**config.mk**
```make
export PLATFORM = sky130hd
export DESIGN_NAME = pc_sequencer_flat
export DESIGN_NICKNAME = d
export VERILOG_FILES = /design/src/rtl/pc_sequencer_if.sv /design/src/rtl/pc_sequencer.sv /design/src/flat_wrapper.sv
export SDC_FILE = /design/constraint.sdc
export NUM_CORES = 1
export LEC_CHECK = 0
export CAP_MARGIN = 40
export CORE_AREA = 4 4 89 91
export DETAILED_ROUTE_END_ITERATION = 10
export DIE_AREA = 0 0 93 95
export DONT_BUFFER_PORTS = 1
export PLACE_DENSITY = 0.48
export REMOVE_ABC_BUFFERS = 1
export SETUP_SLACK_MARGIN = 0.2
export SLEW_MARGIN = 20
export SYNTH_ARGS = -nofsm -noshare
export SYNTH_HDL_FRONTEND = slang
export SYNTH_SLANG_ARGS = --single-unit
```
**constraint.sdc**
```tcl
create_clock -name CLK -period 5.38 [get_ports CLK]
set_clock_uncertainty 0.2 [all_clocks]
set_input_delay 0.538 -clock CLK [delete_from_list [all_inputs] [get_ports CLK]]
set_output_delay 0.538 -clock CLK [all_outputs]
set_load 0.005 [all_outputs]
```
**src/rtl/pc_sequencer_if.sv**
```systemverilog
// Fetch-control bundle between the PC sequencer and the datapath/icache side.
// Optional perf counters appear only when PC_SEQ_PERF_EN is defined.
interface pc_sequencer_if #(
  parameter int unsigned WORD_W = 32
);
  logic [WORD_W-1:0] PC;
  logic [WORD_W-1:0] npc;
  logic              ihit;
  logic              stall;
  logic              redirect_valid;
  logic [WORD_W-1:0] redirect_target;
  logic              halt;
  logic              pcEN;
  logic [WORD_W-1:0] newpc;
  logic              imemREN;
  logic [WORD_W-1:0] imemaddr;
  logic              fetch_valid;
  logic              flush;
  logic              halted;
`ifdef PC_SEQ_PERF_EN
  logic [31:0]       fetch_stall_cnt;
  logic [31:0]       redirect_cnt;
`endif

  modport slave (
    input  PC, npc, ihit, stall, redirect_valid, redirect_target, halt,
    output pcEN, newpc, imemREN, imemaddr, fetch_valid, flush, halted
`ifdef PC_SEQ_PERF_EN
    , output fetch_stall_cnt, redirect_cnt
`endif
  );

  modport master (
    output PC, npc, ihit, stall, redirect_valid, redirect_target, halt,
    input  pcEN, newpc, imemREN, imemaddr, fetch_valid, flush, halted
`ifdef PC_SEQ_PERF_EN
    , input fetch_stall_cnt, redirect_cnt
`endif
  );
endinterface

```
**src/rtl/pc_sequencer.sv**
```systemverilog
// PC / instruction-fetch sequencer: BOOT -> FETCH <-> DRAIN, sticky HALT.
// Define PC_SEQ_PERF_EN to add saturating fetch-stall and redirect counters.
module pc_sequencer #(
  parameter int unsigned          WORD_W   = 32,
  parameter logic [WORD_W-1:0]    RESET_PC = '0
) (
  input  logic          CLK,
  input  logic          nRST,
  pc_sequencer_if.slave bus
);

  typedef enum logic [1:0] {BOOT, FETCH, DRAIN, HALT} state_t;

  state_t            r_state, w_state_nxt;
  logic [WORD_W-1:0] r_pend_target, w_pend_nxt;
  logic [WORD_W-1:0] w_redir_tgt;

  assign w_redir_tgt = bus.redirect_target & ~WORD_W'(3);

  always_ff @(posedge CLK or negedge nRST) begin
    if (!nRST) begin
      r_state       <= BOOT;
      r_pend_target <= '0;
    end else begin
      r_state       <= w_state_nxt;
      r_pend_target <= w_pend_nxt;
    end
  end

  // Outputs are gated by nRST so reset values appear while reset is held,
  // even though the state register already sits in BOOT.
  always_comb begin
    w_state_nxt     = r_state;
    w_pend_nxt      = r_pend_target;
    bus.pcEN        = 1'b0;
    bus.newpc       = RESET_PC;
    bus.imemREN     = 1'b0;
    bus.imemaddr    = '0;
    bus.fetch_valid = 1'b0;
    bus.flush       = 1'b0;
    bus.halted      = 1'b0;
    if (nRST) begin
      unique case (r_state)
        BOOT: begin
          bus.pcEN    = 1'b1;
          bus.newpc   = RESET_PC;
          w_state_nxt = FETCH;
        end
        FETCH: begin
          bus.imemREN  = 1'b1;
          bus.imemaddr = bus.PC;
          if (bus.halt) begin
            bus.imemREN = 1'b0;
            w_state_nxt = HALT;
          end else if (bus.redirect_valid) begin
            bus.flush = 1'b1;
            if (bus.ihit) begin
              bus.pcEN  = 1'b1;
              bus.newpc = w_redir_tgt;
            end else begin
              w_pend_nxt  = w_redir_tgt;
              w_state_nxt = DRAIN;
            end
          end else if (bus.ihit && !bus.stall) begin
            bus.pcEN        = 1'b1;
            bus.newpc       = bus.npc;
            bus.fetch_valid = 1'b1;
          end
        end
        DRAIN: begin
          bus.imemREN  = 1'b1;
          bus.imemaddr = bus.PC;
          if (bus.halt) begin
            w_state_nxt = HALT;
          end else begin
            if (bus.redirect_valid) begin
              bus.flush  = 1'b1;
              w_pend_nxt = w_redir_tgt;
            end
            if (bus.ihit) begin
              bus.pcEN    = 1'b1;
              bus.newpc   = bus.redirect_valid ? w_redir_tgt : r_pend_target;
              w_state_nxt = FETCH;
            end
          end
        end
        HALT: begin
          bus.halted = 1'b1;
        end
        default: w_state_nxt = BOOT;
      endcase
    end
  end

`ifdef PC_SEQ_PERF_EN
  logic [31:0] r_fetch_stall_cnt;
  logic [31:0] r_redirect_cnt;
  logic        w_miss;

  assign w_miss = bus.imemREN & ~bus.ihit;

  always_ff @(posedge CLK or negedge nRST) begin
    if (!nRST) begin
      r_fetch_stall_cnt <= '0;
      r_redirect_cnt    <= '0;
    end else if (r_state != HALT) begin
      if (w_miss && (r_fetch_stall_cnt != '1))
        r_fetch_stall_cnt <= r_fetch_stall_cnt + 32'd1;
      if (bus.flush && (r_redirect_cnt != '1))
        r_redirect_cnt <= r_redirect_cnt + 32'd1;
    end
  end

  assign bus.fetch_stall_cnt = r_fetch_stall_cnt;
  assign bus.redirect_cnt    = r_redirect_cnt;
`endif

endmodule
```
**src/flat_wrapper.sv**
```systemverilog
// flat-port wrapper written by rule: the top's interface ports become plain ports
module pc_sequencer_flat 
#(
  parameter int unsigned          WORD_W   = 32,
  parameter logic [WORD_W-1:0]    RESET_PC = '0
)
  (CLK, nRST, bus_PC, bus_npc, bus_ihit, bus_stall, bus_redirect_valid, bus_redirect_target, bus_halt, bus_pcEN, bus_newpc, bus_imemREN, bus_imemaddr, bus_fetch_valid, bus_flush, bus_halted);
  pc_sequencer_if #(.WORD_W(WORD_W)) bus_i ();
  input  logic CLK;
  input  logic nRST;
  input wire logic [$bits(bus_i.PC)-1:0] bus_PC;
  input wire logic [$bits(bus_i.npc)-1:0] bus_npc;
  input wire logic [$bits(bus_i.ihit)-1:0] bus_ihit;
  input wire logic [$bits(bus_i.stall)-1:0] bus_stall;
  input wire logic [$bits(bus_i.redirect_valid)-1:0] bus_redirect_valid;
  input wire logic [$bits(bus_i.redirect_target)-1:0] bus_redirect_target;
  input wire logic [$bits(bus_i.halt)-1:0] bus_halt;
  output wire logic [$bits(bus_i.pcEN)-1:0] bus_pcEN;
  output wire logic [$bits(bus_i.newpc)-1:0] bus_newpc;
  output wire logic [$bits(bus_i.imemREN)-1:0] bus_imemREN;
  output wire logic [$bits(bus_i.imemaddr)-1:0] bus_imemaddr;
  output wire logic [$bits(bus_i.fetch_valid)-1:0] bus_fetch_valid;
  output wire logic [$bits(bus_i.flush)-1:0] bus_flush;
  output wire logic [$bits(bus_i.halted)-1:0] bus_halted;
  assign bus_i.PC = bus_PC;
  assign bus_i.npc = bus_npc;
  assign bus_i.ihit = bus_ihit;
  assign bus_i.stall = bus_stall;
  assign bus_i.redirect_valid = bus_redirect_valid;
  assign bus_i.redirect_target = bus_redirect_target;
  assign bus_i.halt = bus_halt;
  assign bus_pcEN = bus_i.pcEN;
  assign bus_newpc = bus_i.newpc;
  assign bus_imemREN = bus_i.imemREN;
  assign bus_imemaddr = bus_i.imemaddr;
  assign bus_fetch_valid = bus_i.fetch_valid;
  assign bus_flush = bus_i.flush;
  assign bus_halted = bus_i.halted;
  pc_sequencer #(.WORD_W(WORD_W), .RESET_PC(RESET_PC)) u_core (.CLK(CLK), .nRST(nRST), .bus(bus_i));
endmodule
```
Word level (Yosys, flattened, before mapping). Cells that the tools add are included.

Output and inout bits: 69. Flip-flop bits (word level): 34. Word-level logic and storage cells: 62. Input bits: 102.

Equal/unequal tests: 10. Reduce and logical (&&, ||, !) cells: 8. Muxes and demuxes: 42.

Operators with widths (number): 32-bit two-way mux (14); 32-bit case mux with 2 select lines (2); 1-bit two-way mux (18); 2-bit two-way mux (5); 3-bit != test (second input constant) (3); 2-bit != test (second input constant) (4); 2-bit case mux with 3 select lines (1); 6-bit AND reduction (1); 5-bit AND reduction (1); 2-bit equality test (second input constant) (2); 1-bit case mux with 3 select lines (1); 3-bit nonzero test (1); 2-bit by 1-bit equality test with 1-bit output (second input constant) (1); 2-bit zero test (1); 1-bit case mux with 2 select lines (1); 2-bit nonzero test (1); 2-bit OR reduction (1); 1-bit logical AND (1); 1-bit zero test (1).

Logic depth before layout (Yosys ltp).
Word-level depth: 7. Mapped depth: 7. Mapped depth without buffers: 6.

Worst setup path before layout. OpenSTA, ideal clock, no wires.

Path kind: input to output. Start: in bus_redirect_valid. End: out bus_newpc[10]. Stages: 5. Slack: 3001 ps. Arrival time: 1641 ps. Cell sequence: buf_2 -> buf_2 -> mux2_2 -> a222oi_1 -> nor2_1.

Word-level cells in the longest chain between the ends: 5.

RTL lines: start: declaration (RTL line flat_wrapper.sv:15) `input wire logic [$bits(bus_i.redirect_valid)-1:0] bus_redirect_valid;`; 32-bit two-way mux; 32-bit two-way mux (RTL line pc_sequencer.sv:80) `if (bus.ihit) begin`; 32-bit two-way mux (RTL line pc_sequencer.sv:73) `if (bus.halt) begin`; 32-bit case mux with 2 select lines (*) (RTL line pc_sequencer.sv:43) `unique case (r_state)`; 32-bit two-way mux (*) (RTL line pc_sequencer.sv:42) `if (nRST) begin`; end: declaration (RTL line flat_wrapper.sv:19) `output wire logic [$bits(bus_i.newpc)-1:0] bus_newpc;`.

Every way passes the cells marked *; elsewhere a longest branch is shown, timed or not.

Final worst setup path.
Start: reg u_core.r_state[1]. End: out bus_newpc[30].

Word-level cells in the longest chain between the ends: 3.

RTL lines: start: declaration (RTL line pc_sequencer.sv:14) `state_t r_state, w_state_nxt;`; start signal: assignment (RTL line pc_sequencer.sv:25) `r_state <= w_state_nxt;`; 2-bit equality test or 2-bit by 1-bit equality test with 1-bit output (tied branches) (RTL line pc_sequencer.sv:43); 32-bit case mux with 2 select lines (*) (RTL line pc_sequencer.sv:43); 32-bit two-way mux (*) (RTL line pc_sequencer.sv:42).

Marked as above.

==> flow_summary.yaml <==
cts:
  htree_levels: 2
  cts.clk_slew.worst_paths_ps: 70
  clock-sinks: 34
  insertion_delay_ps: 270
  clockBufferDepth: 2
  cts-root-buf: "clkbuf_8"
  post_cts_buffers: 0
  cts_tree: "yes"
  cts_buffers: 5
  cts-resized-gates: 0
  cts_hold_buf: 2
critical_path:
  slowest_stage: "ha_1"
  timing_worst_setup_path_type: "flip-flop to output port"
  cp.required_ps: 4640
  start_kind: "flip-flop"
  critPathArrivalTime_ps: 2590
  reg2reg_slack_ps: 3010
  crit_path_max_incr_delay_ps: 740
  crit_chain: "inv_1 > ha_1 > nand2_1 > buf_8 > nor3_1"
  cp_max_fo: 35
  crit_buf_inv: 2
  crit_family: "simple AND/OR/NAND/NOR gates"
  endpoint_kind: "output port"
final_layout:
  drive_above_1_share_pct: 22.0
  area.growth.synth_to_final_pct: 7.83
  nets: 356
  diodes: 0
worst_hold_path:
  hp-class: "input pin to flip-flop"
floorplan:
  std_cell_rows: 31
  initial_core_util_pct: 33.8
  io_pins: 171
  die_w_microns: 93
  die_area_sq_mm: 0.00884
  die_h_microns: 95
  coreArea_sq_mm: 0.00714
flow_run:
  maxCapViolCount: 0
grt:
  gr-total-overflow: 0
  grt_usage_pct: 14.2
  grt_max_degree: 39
  grt_pass1_wl_microns: 9900
  grt_pass1_vias: 1810
  antenna_found_initial: 0
synthesis:
  yosys_warnings: 0
  synth_edf_count: 0
  syn_inst: 258
  synth_ff_type: "dfrtp_1"
  synth-seq-cells: 34
  yosysTopAreaCellShare_pct: 35.3
  mappedNetlistArea_sq_mm: 0.00241
  synth_common_cells: "mux2_2, and3_1, dfrtp_1, nand2_1"
  yosysMostFrequentCell: "mux2_2"
  synth.distinct_cells: 28
  yosys-top-cells-area: "dfrtp_1, mux2_2, and3_1, a22oi_1, a21oi_1"
  async_flop_share_pct: 100
  synth.avg_cell_area_sq_um: 9.35
  synth-seq-area-share_pct: 35.3
  synth_top_area_cell: "dfrtp_1"
timing:
  worst_slack_ps: 2050
  min_period_ps: 3330
  max_freq_mhz: 301
  whs_ps: 195
  final_max_slew_viol_count: 0
  setup_viol: 0
  finalHoldViolCount: 0
  worst_pin_slew_ps: 747
  tns_ps: 0
  relSlewSlack_pct: 50.0
  period_share_pct: 61.8
  rsz0062_at_grt: "false"
placement:
  dpl.hpwl_microns: 4860
  port-buffer-count: 0
  gp_congestion: 0.745
  place_ws_ps: 2310
drt:
  drt-initial-drc-count: 103
  first_pass_iters: 5
  avgRoutedWirePerCell_microns: 19.2
  routed_wl_microns: 6700
  drc: 0
  dr_total_vias: 1941
  vias_per_cell: 5.56
  postRouteAntennaNets: 0
power:
  ir_worst_vdd_mv: 0.123
  p_per_area_mw_per_mm2: 416
  leakagePower_nw: 1.09
run_status:
  run_status: "finished clean"
-- metrics by stage --
step	total power (W)	cells	area, sq um	util (%)
global route	0.00118	349	2600	36.5
CTS	0.00110	349	2600	36.5
global placement	0.000863	337	2440	34.2
detailed placement	0.000892	339	2480	34.8
finish	0.00108	349	2600	36.5
floorplan	0.000778	235	2290	-
-- worst paths after layout --
| kind | from | end | depth (start not counted) |
|---|---|---|---|
| setup / recovery | u_core.r_state[1] | bus_newpc[30] | 5 |
| hold / removal | bus_redirect_target[17] | u_core.r_pend_target[17] | 1 |
| setup reg to reg | u_core.r_state[1] | u_core.r_pend_target[13] | 7 |
| hold reg to reg | u_core.r_pend_target[17] | u_core.r_pend_target[17] | 1 |
| max in group asynchronous | nRST | u_core.r_pend_target[25] | 2 |
| min in group asynchronous | nRST | u_core.r_state[1] | 2 |
-- sequential cells by signal (all words and copies together), names as in the netlist --
register	flops
u_core.r_state	2
u_core.r_pend_target	32
-- per-layer routing --
layer	track usage, %	wire length, microns	vias up
met5	0	0	-
met4	2.56	24	0
met3	3.03	429	2
met2	21.5	3190	70
met1	20.9	3050	935
li1	-	-	934
-- report_power, final --
part / switching (W) / internal [W]
combinational: 0.000242 / 0.000215
clock: 0.0000892 / 0.000103
sequential: 0.0000583 / 0.000375
-- logic make-up (layout without fill, tap and decap cells) --
group | after synthesis | after routing | synth area share [%]
mux | 41 | 41 | 19.0
simple gates | 90 | 90 | 20.3
buf+inv | 28 | 20 | 5.81
fa+ha+maj | 5 | 5 | 2.59
flops | 34 | 34 | 35.3
compound gates | 60 | 60 | 17.1
-- layout make-up --
class                   count  area (sq um)
clock buffers               7          86.3
clock inverters             1          5.00
fillers                   749          4530
inverters                   5          18.8
multi-input cells         196          1420
flip-flops and latches     34           851
well taps                  99           124
repair buffers              7          95.1
-- cells in the final DEF, fill, tap and decap left out, drive strengths merged, types with 2 or more instances in the layout --
cell,netlist,layout
nor2b,2,2
and2,4,4
dfrtp,34,34
clkbuf,10,7
buf,13,6
a21oi,23,23
ha,5,5
o21ai,2,2
and3,34,34
mux2,38,38
nor3,3,3
a22oi,23,23
mux2i,3,3
nor2,18,18
nand2,25,25
nand2b,2,2
a222oi,8,8
inv,5,5
No activity file was read; power rests on OpenSTA's default activity.
